**src/rtl/vanilla_scoreboard_clear_responder.sv**
```systemverilog
// vanilla_scoreboard_clear_responder
//   Bench-side responder for the vanilla core scoreboard. Accepts set events
//   (long-latency writes by register id), holds each one for its latency, then
//   returns int/float scoreboard clears toward the core and tracker.
//   Optional build macro: VANILLA_SB_RESPONDER_JITTER_EN adds an LFSR-driven
//   0..3 cycle jitter to each accepted latency so clears come back reordered.
//
// Handshake: an issue is accepted in any cycle where issue_v_i and
// issue_ready_o are both high. issue_ready_o depends only on registered state,
// so a clear leaving in the same cycle never makes room for that cycle's issue.
// A clear strobe fires only when the matching *_wb_ready_i is high; otherwise
// the candidate stays pending and is offered again the next cycle.
module vanilla_scoreboard_clear_responder #(
  parameter int els_p            = 8,
  parameter int reg_addr_width_p = 5,
  parameter int latency_width_p  = 8,
  parameter int age_width_p      = 4
) (
  input  logic                          clk_i,
  input  logic                          reset_i,
  input  logic                          issue_v_i,
  input  logic                          issue_float_i,
  input  logic [reg_addr_width_p-1:0]   issue_rd_i,
  input  logic [latency_width_p-1:0]    issue_latency_i,
  output logic                          issue_ready_o,
  input  logic                          int_wb_ready_i,
  input  logic                          float_wb_ready_i,
  output logic                          int_sb_clear_o,
  output logic [reg_addr_width_p-1:0]   int_sb_clear_id_o,
  output logic                          float_sb_clear_o,
  output logic [reg_addr_width_p-1:0]   float_sb_clear_id_o,
  output logic [$clog2(els_p+1)-1:0]    pending_count_o,
  output logic                          overflow_o
);

  localparam int idx_w_lp = (els_p > 1) ? $clog2(els_p) : 1;
  localparam int cnt_w_lp = $clog2(els_p+1);
  localparam logic [age_width_p-1:0]     age_max_lp = '1;
  localparam logic [age_width_p-1:0]     age_one_lp = 1;
  localparam logic [latency_width_p-1:0] lat_one_lp = 1;

  // Pending table
  logic [els_p-1:0]            valid_r;
  logic [els_p-1:0]            float_r;
  logic [reg_addr_width_p-1:0] rd_r    [els_p];
  logic [latency_width_p-1:0]  count_r [els_p];
  logic [age_width_p-1:0]      age_r   [els_p];
  logic                        overflow_r;

  logic                        free_found;
  logic [idx_w_lp-1:0]         free_idx;
  logic                        accept;
  logic [latency_width_p-1:0]  issue_count;

  logic                        int_found, float_found;
  logic [idx_w_lp-1:0]         int_idx, float_idx;
  logic [age_width_p-1:0]      int_age, float_age;
  logic [els_p-1:0]            clr_mask;
  logic [cnt_w_lp-1:0]         pend_cnt;

`ifdef VANILLA_SB_RESPONDER_JITTER_EN
  logic [7:0]                  lfsr_r;
  logic [latency_width_p:0]    jitter_sum;

  // Free-running Fibonacci LFSR, taps 8,6,5,4
  always_ff @(posedge clk_i) begin
    if (reset_i) lfsr_r <= 8'hA5;
    else         lfsr_r <= {lfsr_r[6:0], lfsr_r[7] ^ lfsr_r[5] ^ lfsr_r[4] ^ lfsr_r[3]};
  end

  // Latency plus 0..3 cycles of jitter, saturating at the counter maximum
  always_comb begin
    jitter_sum  = {1'b0, issue_latency_i} + (latency_width_p+1)'(lfsr_r[1:0]);
    issue_count = jitter_sum[latency_width_p] ? '1 : jitter_sum[latency_width_p-1:0];
  end
`else
  assign issue_count = issue_latency_i;
`endif

  // Lowest-index free entry; any free entry means we can accept
  always_comb begin
    free_found = 1'b0;
    free_idx   = '0;
    for (int i = 0; i < els_p; i++) begin
      if (!valid_r[i] && !free_found) begin
        free_found = 1'b1;
        free_idx   = idx_w_lp'(i);
      end
    end
  end

  assign issue_ready_o = free_found;
  assign accept        = issue_v_i & issue_ready_o;

  // Per-side oldest eligible entry; strict compare keeps the lowest index on ties
  always_comb begin
    int_found   = 1'b0;
    int_idx     = '0;
    int_age     = '0;
    float_found = 1'b0;
    float_idx   = '0;
    float_age   = '0;
    for (int i = 0; i < els_p; i++) begin
      if (valid_r[i] && (count_r[i] == '0)) begin
        if (float_r[i]) begin
          if (!float_found || (age_r[i] > float_age)) begin
            float_found = 1'b1;
            float_idx   = idx_w_lp'(i);
            float_age   = age_r[i];
          end
        end else begin
          if (!int_found || (age_r[i] > int_age)) begin
            int_found = 1'b1;
            int_idx   = idx_w_lp'(i);
            int_age   = age_r[i];
          end
        end
      end
    end
  end

  // Clear strobes gated by writeback availability; nothing leaves during reset
  always_comb begin
    int_sb_clear_o      = int_found & int_wb_ready_i & ~reset_i;
    float_sb_clear_o    = float_found & float_wb_ready_i & ~reset_i;
    int_sb_clear_id_o   = int_sb_clear_o   ? rd_r[int_idx]   : '0;
    float_sb_clear_id_o = float_sb_clear_o ? rd_r[float_idx] : '0;
    clr_mask            = '0;
    for (int i = 0; i < els_p; i++) begin
      if ((int_sb_clear_o && (int_idx == idx_w_lp'(i))) ||
          (float_sb_clear_o && (float_idx == idx_w_lp'(i))))
        clr_mask[i] = 1'b1;
    end
  end

  // Occupancy of the registered table
  always_comb begin
    pend_cnt = '0;
    for (int i = 0; i < els_p; i++) pend_cnt = pend_cnt + cnt_w_lp'(valid_r[i]);
  end

  assign pending_count_o = pend_cnt;
  assign overflow_o      = overflow_r;

  // Table update: retire cleared entries, count down and age the rest, write accepts
  always_ff @(posedge clk_i) begin
    if (reset_i) begin
      valid_r    <= '0;
      float_r    <= '0;
      overflow_r <= 1'b0;
      for (int i = 0; i < els_p; i++) begin
        rd_r[i]    <= '0;
        count_r[i] <= '0;
        age_r[i]   <= '0;
      end
    end else begin
      overflow_r <= overflow_r | (issue_v_i & ~issue_ready_o);
      for (int i = 0; i < els_p; i++) begin
        if (clr_mask[i]) begin
          valid_r[i] <= 1'b0;
        end else if (valid_r[i]) begin
          if (count_r[i] != '0) count_r[i] <= count_r[i] - lat_one_lp;
          if (age_r[i] != age_max_lp) age_r[i] <= age_r[i] + age_one_lp;
        end
        if (accept && (free_idx == idx_w_lp'(i))) begin
          valid_r[i] <= 1'b1;
          float_r[i] <= issue_float_i;
          rd_r[i]    <= issue_rd_i;
          count_r[i] <= issue_count;
          age_r[i]   <= '0;
        end
      end
    end
  end

endmodule
```
**config.mk**
```make
export PLATFORM = sky130hd
export DESIGN_NAME = vanilla_scoreboard_clear_responder
export DESIGN_NICKNAME = d
export VERILOG_FILES = /design/src/rtl/vanilla_scoreboard_clear_responder.sv
export SDC_FILE = /design/constraint.sdc
export NUM_CORES = 1
export LEC_CHECK = 0
export BUFFER_PORTS_ARGS = -buffer_cell sky130_fd_sc_hd__buf_2
export CAP_MARGIN = 20
export CELL_PAD_IN_SITES_DETAIL_PLACEMENT = 0
export CELL_PAD_IN_SITES_GLOBAL_PLACEMENT = 2
export CORE_MARGIN = 3
export CORE_UTILIZATION = 37
export DETAILED_ROUTE_END_ITERATION = 6
export PLACE_DENSITY_LB_ADDON = 0.1
export REMOVE_ABC_BUFFERS = 1
export SYNTH_ARGS = -nofsm -noshare
export SYNTH_HDL_FRONTEND = slang
export SYNTH_SLANG_ARGS = --single-unit
```
**constraint.sdc**
```tcl
create_clock -name clk_i -period 11.6 [get_ports clk_i]
set_input_delay 1.16 -clock clk_i [delete_from_list [all_inputs] [get_ports clk_i]]
set_output_delay 1.16 -clock clk_i [all_outputs]
set_load 0.02 [all_outputs]
```
* After elaboration in Yosys (flattened, before gate mapping)
Memories as Yosys holds them, arrays and structs flattened.
Index checks and enable logic that the tools add are counted.
** Word-level totals
- Memory bits (writable) :: 136
- Output and inout bits :: 18
- Logic and storage cells :: 565
- Flip-flop bits (word level) :: 17
- Memories :: 3
- Bits of input ports :: 19
** Cells by class
- Order comparisons :: 14
- Bitwise logic cells :: 49
- Add/sub/neg operators :: 23
- Multiplexer cells :: 315
- Reductions and logical operators :: 115
- Eq/ne operators :: 29
** Memories
- count_r :: words 8, bits a word 8, rd ports 8, clocked after memory_dff 0, write ports 8, line 46 : logic [latency_width_p-1:0] count_r [els_p];
- rd_r :: words 8, bits a word 5, rd ports 2, clocked after memory_dff 0, write ports 8, line 45 : logic [reg_addr_width_p-1:0] rd_r [els_p];
- age_r :: words 8, bits a word 4, rd ports 8, clocked after memory_dff 0, write ports 8, line 47 : logic [age_width_p-1:0] age_r [els_p];
** Operator list (count)
- two-way mux 4 bit :: 56
- two-way mux 1 bit :: 191
- two-way mux 8 bit :: 16
- two-way mux 3 bit :: 42
- zero test 8 bit :: 8
- nonzero test 8 bit :: 8
- subtractor 8 x 1 -> 8 bit (second input constant) :: 8
- > comparator 4 bit :: 14
- two-way mux 5 bit :: 10
- bitwise OR 1 bit :: 41
- logical AND 1 bit :: 39
- == test 3 bit (second input constant) :: 12
- adder 4 x 1 -> 4 bit (second input constant) :: 8
- inequality test 4 bit (second input constant) :: 8
- zero test 1 bit :: 27
- logical OR 1 bit :: 22
- == test 3 x 2 -> 1 bit (second input constant) :: 6
- adder 4 x 1 -> 4 bit :: 4
- nonzero test 2 bit :: 8
- == test 3 x 1 -> 1 bit (second input constant) :: 3
- zero test 3 bit :: 3
- bitwise AND 1 bit :: 6
- adder 3 x 1 -> 4 bit :: 1
- adder 2 x 1 -> 3 bit :: 1
- other kinds (2) :: 3

* Depth between registers and ports, before layout
Gate-level depths: netlist of run 1.
An unclocked memory read counts as a cell.
- Depth in word-level cells :: 49
- Depth in mapped cells :: 61
- Mapped depth without buffers :: 59

* Worst setup path before layout of run 1
OpenSTA, ideal clock, no wires.
- Kind :: flip-flop to output port
- From :: memory count_r[0][0]
- To :: output port float_sb_clear_id_o[2]
- Required time :: 10440 ps
- Path buffers :: 2
- Arrival :: 11715 ps
- Path slack :: -1275 ps
- Cell stages (with the launch flop) :: 57
- Cells stage by stage :: edfxtp_1 -> inv_1 -> ha_1 -> or3b_2 -> nor3_2 -> nand2_1 -> ha_1 -> nor2b_1 -> o21a_1 -> o21a_1 -> o21ai_0 -> o211ai_1 -> and2_1 -> ha_1 -> a21oi_1 -> o21ai_0 -> a21oi_1 -> or2_2 -> [... 21 more ...] -> or3_1 -> and2_1 -> ha_1 -> nor2b_1 -> o211ai_1 -> o2bb2ai_1 -> o31ai_1 -> nand2_1 -> nor2_1 -> a31o_2 -> ha_1 -> a21oi_1 -> o21ai_0 -> and3_1 -> a31o_2 -> a31oi_1 -> o221ai_1 -> o32ai_1
** RTL lines
- from (decl) :: line 46
- to (decl) :: line 31 : output logic [reg_addr_width_p-1:0] float_sb_clear_id_o,

==> flow_summary.toml, run 1 <==
[clock_network]
numCtsBuffers = 17
insertion_delay_ns = 0.43
htreeDepth = 4
tritoncts = "built"
clock_path_buffers = 2
clock-sinks = 153
cts-root-buf = "clkbuf_16"
clk_pin_slew_ns = 0.07
hold_buffers = 0

[drt]
detail-route-antenna-nets = 0
routed_wl_mm = 38.7
drcViolationCount = 0
drt-initial-drc-count = 703
viasPerCell = 5.55
num_vias = 10500
first_pass_iters = 4
wl_per_cell_microns = 20.4

[floorplan]
fp.coreArea_sq_mm = 0.0292
dieHeight_microns = 179
die_area_sq_mm = 0.0321
start_util = 0.380
die_w_microns = 179
io-pin-count = 37
row_count = 62

[placement]
post-place-ws_ns = -1.91
dp.final_hpwl_mm = 28.4
gp_congestion = 0.895
io_buffer_count = 36

[layout]
multiInputGateArea_sq_mm = 0.00744
fillers = 2712
final_nets = 1605
area_growth_pct = 40.0
layout-drive-gt1-share = 0.356
seq_area_sq_mm = 0.00442

[worst_setup_path]
path_buf_inv = 12
arrival_ns = 11.44
worstSetupStartpointType = "flop"
r2r-end = "count_r[1][20]$_SDFFCE_PP0P_"
crit_required_ns = 10.44
path_depth = 66
rr_worst_depth = 67
slowest_delay_ns = 0.40
crit_family = "compound AO/OA/AOI/OAI gates"
endpoint_kind = "output pin"
path_max_fanout = 7
r2r_start = "count_r[0][0]$_SDFFCE_PN0P_"
path_class = "reg2out"
regToRegSetupSlack_ns = 0.16
crit_end = "float_sb_clear_id_o[2]"
startpoint = "count_r[0][0]$_SDFFCE_PN0P_"
crit_slowest_cell = "edfxtp_1"

[synthesis]
synth_commonest_cells = "edfxtp_1 (136), nand2_1 (136), nor2_1 (134), o21ai_0 (95), ha_1 (79)"
synth_xor_area_frac = 0.0481
synth.top_cell.area_share = 0.368
ys_ff_latch = 153
ys_seq_area_frac = 0.399
syn_avg_cell_area_sq_um = 9.16
synthCells = 1212
synth_top_cells_by_area = "edfxtp_1 (37%), ha_1 (8.9%), nand2_1 (4.6%), nor2_1 (4.5%), o21ai_0 (4.3%)"
synth_warnings = 0
synth-edff-count = 136
synth_compound_area_frac = 0.182
synth_simple_gate_area_share = 0.210
synth.distinct_cells = 84
synthFlopType = "edfxtp_1"
synth_mux_area_frac = 0.0244
synth_fa_ha_area_frac = 0.0963
synth_top_family_by_area = "simple AND/OR/NAND/NOR gates"
yosys.area.top_type = "edfxtp_1"
ys_async_sr_fraction = 0
syn-cell-area_sq_mm = 0.0111

[sta]
final_hold_viol_count = 0
setup_slack_ns = -0.999
max_slew_margin = 0.292
period_share = 1.09
finClkSkew_ns = 0.0106
rsz0062_at_grt = "yes"
fin_crit_ns = 12.60
worst_slew_pin_slew_ns = 1.05
max_freq_ghz = 0.0794
hold_ws_ns = 0.490
slew_viol_final = 0
setup_violations = 10

[global_routing]
grtUsageTotal = 0.237
gr-total-overflow = 0
globalRouteMet2Util = 0.380
grtUsageMet3 = 0.0356
use_met1 = 0.336
grt_pass1_vias = 10200
grt_pass1_wl_mm = 57.8
busiest_layer = "met2"
antenna_found_initial = 1
grt_max_degree = 36

[hold_path]
hold_path.class = "reg2reg"
min-delay-start = "float_r[7]$_SDFFE_PP0P_"

[run]
maxCapViolCount = 0

[outcome]
status = "finished, violations left"
violations = "negative setup slack"

[pwr]
cellPowerDensity_mw_per_mm2 = 93.6
p_leak_nw = 6.28
max-vdd-ir-drop_uv = 90.1
## final cells by class
type | instances | share of cell area
Tap cell | 384 | 0.0309
Inverter | 77 | 0.0186
Sequential cell | 153 | 0.285
Multi-Input combinational cell | 947 | 0.479
Clock buffer | 22 | 0.0292
Timing Repair Buffer | 307 | 0.152
Antenna cell | 2 | 0.000322
Clock inverter | 9 | 0.00451
## routing by layer
metal | routed length (microns) | share of wire | vias to the layer above
met2 | 17900 | 0.46 | 252
met3 | 1850 | 0.048 | 49
met4 | 640 | 0.017 | 2
met5 | 16 | 0.00041 | -
met1 | 18300 | 0.47 | 5170
li1 | - | - | 5070
## tightest hold or removal path: cells and delay by family, from the launching register on
kind             cells  cell delay, ns
flip-flops           1            0.33
AND/OR/NAND/NOR      1            0.06
AO/OA/AOI/OAI        1            0.05
## layout by cell type (no fill, tap or decap), types with 12 or more instances in the layout
cell type | Yosys | routed
nand2b_1 | 13 | 12
xor2_1 | 19 | 19
o21ai_1 | 3 | 16
nor2_1 | 134 | 124
inv_1 | 77 | 74
o21ai_0 | 95 | 68
ha_4 | 0 | 26
mux2i_1 | 18 | 18
o21ai_2 | 0 | 14
dfxtp_1 | 17 | 17
buf_2 | 3 | 26
o211ai_1 | 14 | 14
a21o_1 | 15 | 12
ha_1 | 79 | 50
clkbuf_16 | 0 | 17
buf_4 | 1 | 254
edfxtp_1 | 136 | 136
a21oi_1 | 52 | 32
a21oi_2 | 1 | 16
a211oi_1 | 26 | 18
nand2_1 | 136 | 124
buf_6 | 1 | 24
nand4_1 | 14 | 14
nor3_1 | 27 | 21
nand3_1 | 29 | 26
xnor2_1 | 42 | 42
## state kept, by name, summed over array words and instances (netlist names)
name        cells
count_r        64
rd_r           40
age_r          32
float_r         8
valid_r         8
overflow_o      1
## power by group
group | switching (mW) | internal, mW | total, mW
clock network | 0.235 | 0.280 | 0.515
registers | 0.0336 | 0.636 | 0.670
logic | 0.143 | 0.127 | 0.270
## logic make-up (layout without fill, tap and decap cells)
| family | after synthesis | count (layout) |
|---|---|---|
| buf+inv | 113 | 415 |
| flops | 153 | 153 |
| fa+ha+maj | 83 | 83 |
| other cells | 0 | 2 |
| simple gates | 472 | 472 |
| compound gates | 304 | 305 |
| xor+xnor | 61 | 61 |
| mux | 26 | 26 |
## repair_timing
item,4_1_cts,5_1_grt
cloned,1,0
setup endpoints to repair,130,130
pin swaps,70,129
resized for setup,122,164
setup buffers,58,32
## worst min path at each step
| stage | depth (start not counted) | to |
|---|---|---|
| 3_3_place_gp | 2 | float_r[7]$_SDFFE_PP0P_ |
| 3_5_place_dp | 2 | float_r[7]$_SDFFE_PP0P_ |
| 5_1_grt | 2 | float_r[7]$_SDFFE_PP0P_ |
| 6_report | 2 | float_r[7]$_SDFFE_PP0P_ |
| 2_1_floorplan | 2 | float_r[7]$_SDFFE_PP0P_ |
| 4_1_cts | 2 | float_r[7]$_SDFFE_PP0P_ |
## through the flow
stage / instances / util / instance area, sq um / setup TNS, ns / total power [mW]
2_1_floorplan: 1176 / - / 10900 / -39.03 / 0.789
3_3_place_gp: 1779 / 0.446 / 13000 / -117.34 / 0.890
3_5_place_dp: 1779 / 0.446 / 13000 / -125.53 / 0.891
4_1_cts: 1869 / 0.499 / 14500 / -9.31 / 1.44
5_1_grt: 1899 / 0.532 / 15500 / -41.98 / 1.52
6_report: 1901 / 0.533 / 15500 / -9.00 / 1.45
Power figures use the tool's default switching activity.
==> run 2, diff against run 1 <==
--- a/config.mk
+++ b/config.mk
@@ -5,7 +5,7 @@
 export SDC_FILE = /design/constraint.sdc
 export NUM_CORES = 1
 export LEC_CHECK = 0
-export BUFFER_PORTS_ARGS = -buffer_cell sky130_fd_sc_hd__buf_2
+export BUFFER_PORTS_ARGS = -buffer_cell sky130_fd_sc_hd__clkbuf_2
 export CAP_MARGIN = 20
 export CELL_PAD_IN_SITES_DETAIL_PLACEMENT = 0
 export CELL_PAD_IN_SITES_GLOBAL_PLACEMENT = 2
==> flow_summary.toml, run 2 (synthesis gave the netlist of run 1 again) <==
[floorplan]
dieHeight_microns = 179
io-pin-count = 37
start_util = 0.380
fp.coreArea_sq_mm = 0.0292
die_w_microns = 179
die_area_sq_mm = 0.0321
row_count = 62

[layout]
final_common_cell = "buf_4"
layout-drive-gt1-share = 0.353
antenna_cells = 0
seq_area_sq_mm = 0.00442
area_growth_pct = 40.2
layout_common_cells = "buf_4 (240), edfxtp_1 (136), nand2_1 (125)"
final_nets = 1596
layout.cells.non_filler = 1891
top_register = "count_r"
fillers = 2712
final_util = 0.534
largest_reg_flops = 64
reg_top3 = "count_r x64, rd_r x40, age_r x32"
stdcell_area_sq_mm = 0.0156
multiInputGateArea_sq_mm = 0.00745

[placement]
post-place-ws_ns = -2.05
place_inst = 1781
dp.final_hpwl_mm = 28.2
place_area_sq_mm = 0.0130
io_buffer_count = 36
gp_congestion = 0.902

[pwr]
p_seq_frac = 0.442
p_sw_uw = 421
cellPowerDensity_mw_per_mm2 = 97.2
power_mw = 1.51
cell_internal_pwr_mw = 1.09
max-vdd-ir-drop_uv = 74.8
clkPwrFrac = 0.379
p_leak_nw = 6.22
combPwrFrac = 0.179
swShare = 0.278

[global_routing]
grt_max_degree = 59
antenna_found_initial = 0
grtUsageTotal = 0.236
grt_pass1_wl_mm = 57.3
grt_pass1_vias = 9964
gr-total-overflow = 0

[worst_setup_path]
r2r_start = "count_r[0][0]$_SDFFCE_PN0P_"
r2r-end = "count_r[0][11]$_SDFFCE_PN0P_"
worstSetupStartpointType = "flop"
crit_slowest_cell = "edfxtp_1"
crit_required_ns = 10.44
path_max_fanout = 8
path_class = "reg2out"
regToRegSetupSlack_ns = 0.17
cpMostUsedCell = "ha_4"
endpoint_kind = "output pin"
rr_worst_depth = 63
arrival_ns = 11.46
slowest_delay_ns = 0.41

[sta]
worst_slew_pin_slew_ns = 0.880
max_freq_ghz = 0.0792
finClkSkew_ns = 0.00886
max_slew_margin = 0.414
setup_slack_ns = -1.02
fin_crit_ns = 12.62
fin_setup_tns_ns = -9.24
period_share = 1.09
hold_ws_ns = 0.480
final_hold_viol_count = 0
slew_viol_final = 0
rsz0062_at_grt = "yes"
setup_violations = 10

[hold_path]
hold_path.class = "reg2reg"
whs_path_depth = 2
min-delay-start = "float_r[7]$_SDFFE_PP0P_"
hold-path-endpoint = "float_r[7]$_SDFFE_PP0P_"

[outcome]
status = "finished, violations left"
violations = "negative setup slack"

[drt]
routed_wl_mm = 38.3
viasPerCell = 5.46
detail-route-antenna-nets = 0
drt-initial-drc-count = 543
num_vias = 10300
wl_per_cell_microns = 20.3
first_pass_iters = 5
drcViolationCount = 0

[clock_network]
clk_pin_slew_ns = 0.07
numCtsBuffers = 17
cts-root-buf = "clkbuf_16"
clock_path_buffers = 2
clock-sinks = 153
tritoncts = "built"
insertion_delay_ns = 0.43
htreeDepth = 4

[run]
maxCapViolCount = 0
-- run 2: worst max-delay path, delay by kind of cell, from the launching register on --
family | cells | cell delay [ns]
simple gates | 15 | 2.18
buf+inv | 9 | 1.30
compound gates | 25 | 4.30
mux | 3 | 1.04
fa+ha+maj | 8 | 1.78
flops | 1 | 0.41
-- run 2: worst max-delay path by stage --
stage	from	end	slack, ns	cells after the start
finish	count_r[0][0]$_SDFFCE_PN0P_	int_sb_clear_id_o[2]	-1.02	60
global route	count_r[0][1]$_SDFFCE_PN0P_	int_sb_clear_id_o[2]	-1.53	59
CTS	count_r[0][4]$_SDFFCE_PN0P_	int_sb_clear_id_o[2]	-0.92	59
detailed placement	count_r[0][1]$_SDFFCE_PN0P_	int_sb_clear_id_o[3]	-2.05	57
global placement	count_r[0][0]$_SDFFCE_PN0P_	int_sb_clear_id_o[3]	-1.95	56
floorplan	count_r[0][0]$_SDFFCE_PN0P_	float_sb_clear_id_o[2]	-1.52	56
-- run 2: final cells by class --
cell class / instances / share of cell area
clock inverters: 12 / 0.00876
multi-input cells: 947 / 0.479
inverters: 77 / 0.0186
well taps: 384 / 0.0309
clock buffers: 20 / 0.0287
flip-flops and latches: 153 / 0.284
repair buffers: 298 / 0.150
-- run 2: power groups by stage --
| stage | Clock, mW | Sequential, mW | Combinational [mW] |
|---|---|---|---|
| final | 0.573 | 0.669 | 0.270 |
| after global routing | 0.603 | 0.673 | 0.297 |
| after CTS | 0.582 | 0.667 | 0.249 |
| after detailed placement | 0 | 0.678 | 0.215 |
| after global placement | 0 | 0.678 | 0.214 |
| after floorplan | 0 | 0.672 | 0.117 |
-- run 2: per-layer routing --
| metal | vias to the layer above | wire (microns) | track usage |
|---|---|---|---|
| li1 | 5041 | - | - |
| met1 | 5023 | 18300 | 0.335 |
| met2 | 207 | 17700 | 0.374 |
| met3 | 46 | 1700 | 0.0438 |
| met4 | 0 | 637 | 0.0506 |
| met5 | - | 0 | 0 |
-- run 2: what timing repair did --
action	CTS	global route
hold buffers	0	0
setup endpoints to repair	130	129
buffers inserted	55	23
gates cloned	1	0
resized for setup	146	152
pin swaps	85	109
endpoints found under the hold margin	0	0
==> run 3, diff against run 2 <==
--- a/config.mk
+++ b/config.mk
@@ -13,6 +13,7 @@
 export CORE_UTILIZATION = 37
 export DETAILED_ROUTE_END_ITERATION = 6
 export PLACE_DENSITY_LB_ADDON = 0.1
+export RECOVER_POWER = 100
 export REMOVE_ABC_BUFFERS = 1
 export SYNTH_ARGS = -nofsm -noshare
 export SYNTH_HDL_FRONTEND = slang
==> flow_summary.toml, run 3 (synthesis gave the netlist of run 1 again) <==
[drt]
wl_per_cell_microns = 20.2
num_vias = 10300
drcViolationCount = 0
routed_wl_mm = 38.3
drt-initial-drc-count = 580
first_pass_iters = 5
detail-route-antenna-nets = 0
viasPerCell = 5.46

[pwr]
cellPowerDensity_mw_per_mm2 = 97.2
cell_internal_pwr_mw = 1.09
swShare = 0.277
p_sw_uw = 419
power_mw = 1.51
p_leak_nw = 6.18
p_seq_frac = 0.443
max-vdd-ir-drop_uv = 75.3
clkPwrFrac = 0.378
combPwrFrac = 0.179

[global_routing]
grt_max_degree = 59
grt_pass1_wl_mm = 57.3
gr-total-overflow = 0
antenna_found_initial = 0
grt_pass1_vias = 9964
grtUsageTotal = 0.236

[placement]
gp_congestion = 0.902
place_inst = 1781
post-place-ws_ns = -2.05
dp.final_hpwl_mm = 28.2
io_buffer_count = 36

[worst_setup_path]
path_max_fanout = 8
r2r_start = "count_r[0][0]$_SDFFCE_PN0P_"
crit_required_ns = 10.44
startpoint = "count_r[0][0]$_SDFFCE_PN0P_"
crit_slowest_cell = "edfxtp_1"
slowest_delay_ns = 0.41
worstSetupStartpointType = "flop"
arrival_ns = 11.47
endpoint_kind = "output pin"
path_class = "reg2out"

[sta]
max_slew_margin = -0.949
finClkSkew_ns = 0.00863
worst_slew_pin_slew_ns = 2.92
slew_viol_final = 66
final_hold_viol_count = 0
period_share = 1.09
max_freq_ghz = 0.0792
hold_ws_ns = 0.480
setup_violations = 10
setup_slack_ns = -1.03
fin_crit_ns = 12.63
rsz0062_at_grt = "yes"

[layout]
layout-drive-gt1-share = 0.345
layout.cells.non_filler = 1891
antenna_cells = 0
reg_top3 = "count_r x64, rd_r x40, age_r x32"
layout_common_cells = "buf_4 (238), edfxtp_1 (136), nand2_1 (125)"
final_common_cell = "buf_4"
final_nets = 1596
fillers = 2720
largest_reg_flops = 64
top_register = "count_r"
area_growth_pct = 40.0
final_util = 0.533

[clock_network]
clock-sinks = 153
cts-root-buf = "clkbuf_16"
insertion_delay_ns = 0.43
clk_pin_slew_ns = 0.06
htreeDepth = 4
clock_path_buffers = 2
hold_buffers = 0
numCtsBuffers = 17
tritoncts = "built"

[floorplan]
start_util = 0.380
dieHeight_microns = 179
fp.coreArea_sq_mm = 0.0292
die_w_microns = 179
io-pin-count = 37
die_area_sq_mm = 0.0321
row_count = 62

[hold_path]
min-delay-start = "float_r[7]$_SDFFE_PP0P_"
hold_path.class = "reg2reg"

[outcome]
status = "finished, violations left"
violations = "max-capacitance violations, max-slew violations, negative setup slack"

[run]
maxCapViolCount = 2
run 3: cell types whose count changed in the layout (fill, tap and decap cells not counted), sizes merged:
cell / delta
clkbuf: +2
buf: -2
run 3: what timing repair did:
| item | 4_1_cts | 5_1_grt |
|---|---|---|
| cloned | 1 | 0 |
| endpoints found under the setup margin | 130 | 129 |
| gates resized for setup | 146 | 152 |
| pin swaps | 85 | 109 |
| buffers inserted | 55 | 23 |
run 3: worst max-delay path, delay by kind of cell (launching register included):
family / cells / cell delay (ns)
compound gates: 26 / 4.53
simple gates: 14 / 1.97
fa+ha+maj: 8 / 1.93
buf+inv: 8 / 1.14
mux: 3 / 1.03
flops: 1 / 0.41
run 3: path summary, 6_finish.rpt:
path                                  end  depth (start not counted)  slack (ns)
max                  int_sb_clear_id_o[2]                         59       -1.03
min               float_r[7]$_SDFFE_PP0P_                          2        0.48
max reg2reg  count_r[0][11]$_SDFFCE_PN0P_                         62        0.15
min reg2reg       float_r[7]$_SDFFE_PP0P_                          2        0.48
run 3: area by class of cell:
type / instances / area [sq um] / area share
clock buffers: 20 / 447 / 0.0288
clock inverters: 12 / 136 / 0.00878
inverters: 77 / 289 / 0.0186
multi-input cells: 947 / 7440 / 0.479
flip-flops and latches: 153 / 4420 / 0.285
well taps: 384 / 480 / 0.0309
repair buffers: 298 / 2320 / 0.149
run 3: metrics by stage:
| stage | instance area, sq um | TNS (ns) |
|---|---|---|
| finish | 15500 | -9.29 |
| global route | 15500 | -41.64 |
| CTS | 14700 | -8.43 |
| detailed placement | 13000 | -137.45 |
| global placement | 13000 | -124.58 |
| floorplan | 10900 | -39.03 |
run 3: power groups by stage:
stage	registers, mW	logic (mW)	clock network [mW]
floorplan	0.672	0.117	0
detailed placement	0.678	0.215	0
CTS	0.667	0.249	0.582
global placement	0.678	0.214	0
global route	0.673	0.297	0.603
finish	0.669	0.270	0.571
run 3: per-layer routing:
metal	global-route usage	share of wire
met4	0.0506	0.017
met3	0.0438	0.051
met5	0	0
met1	0.335	0.47
met2	0.374	0.46
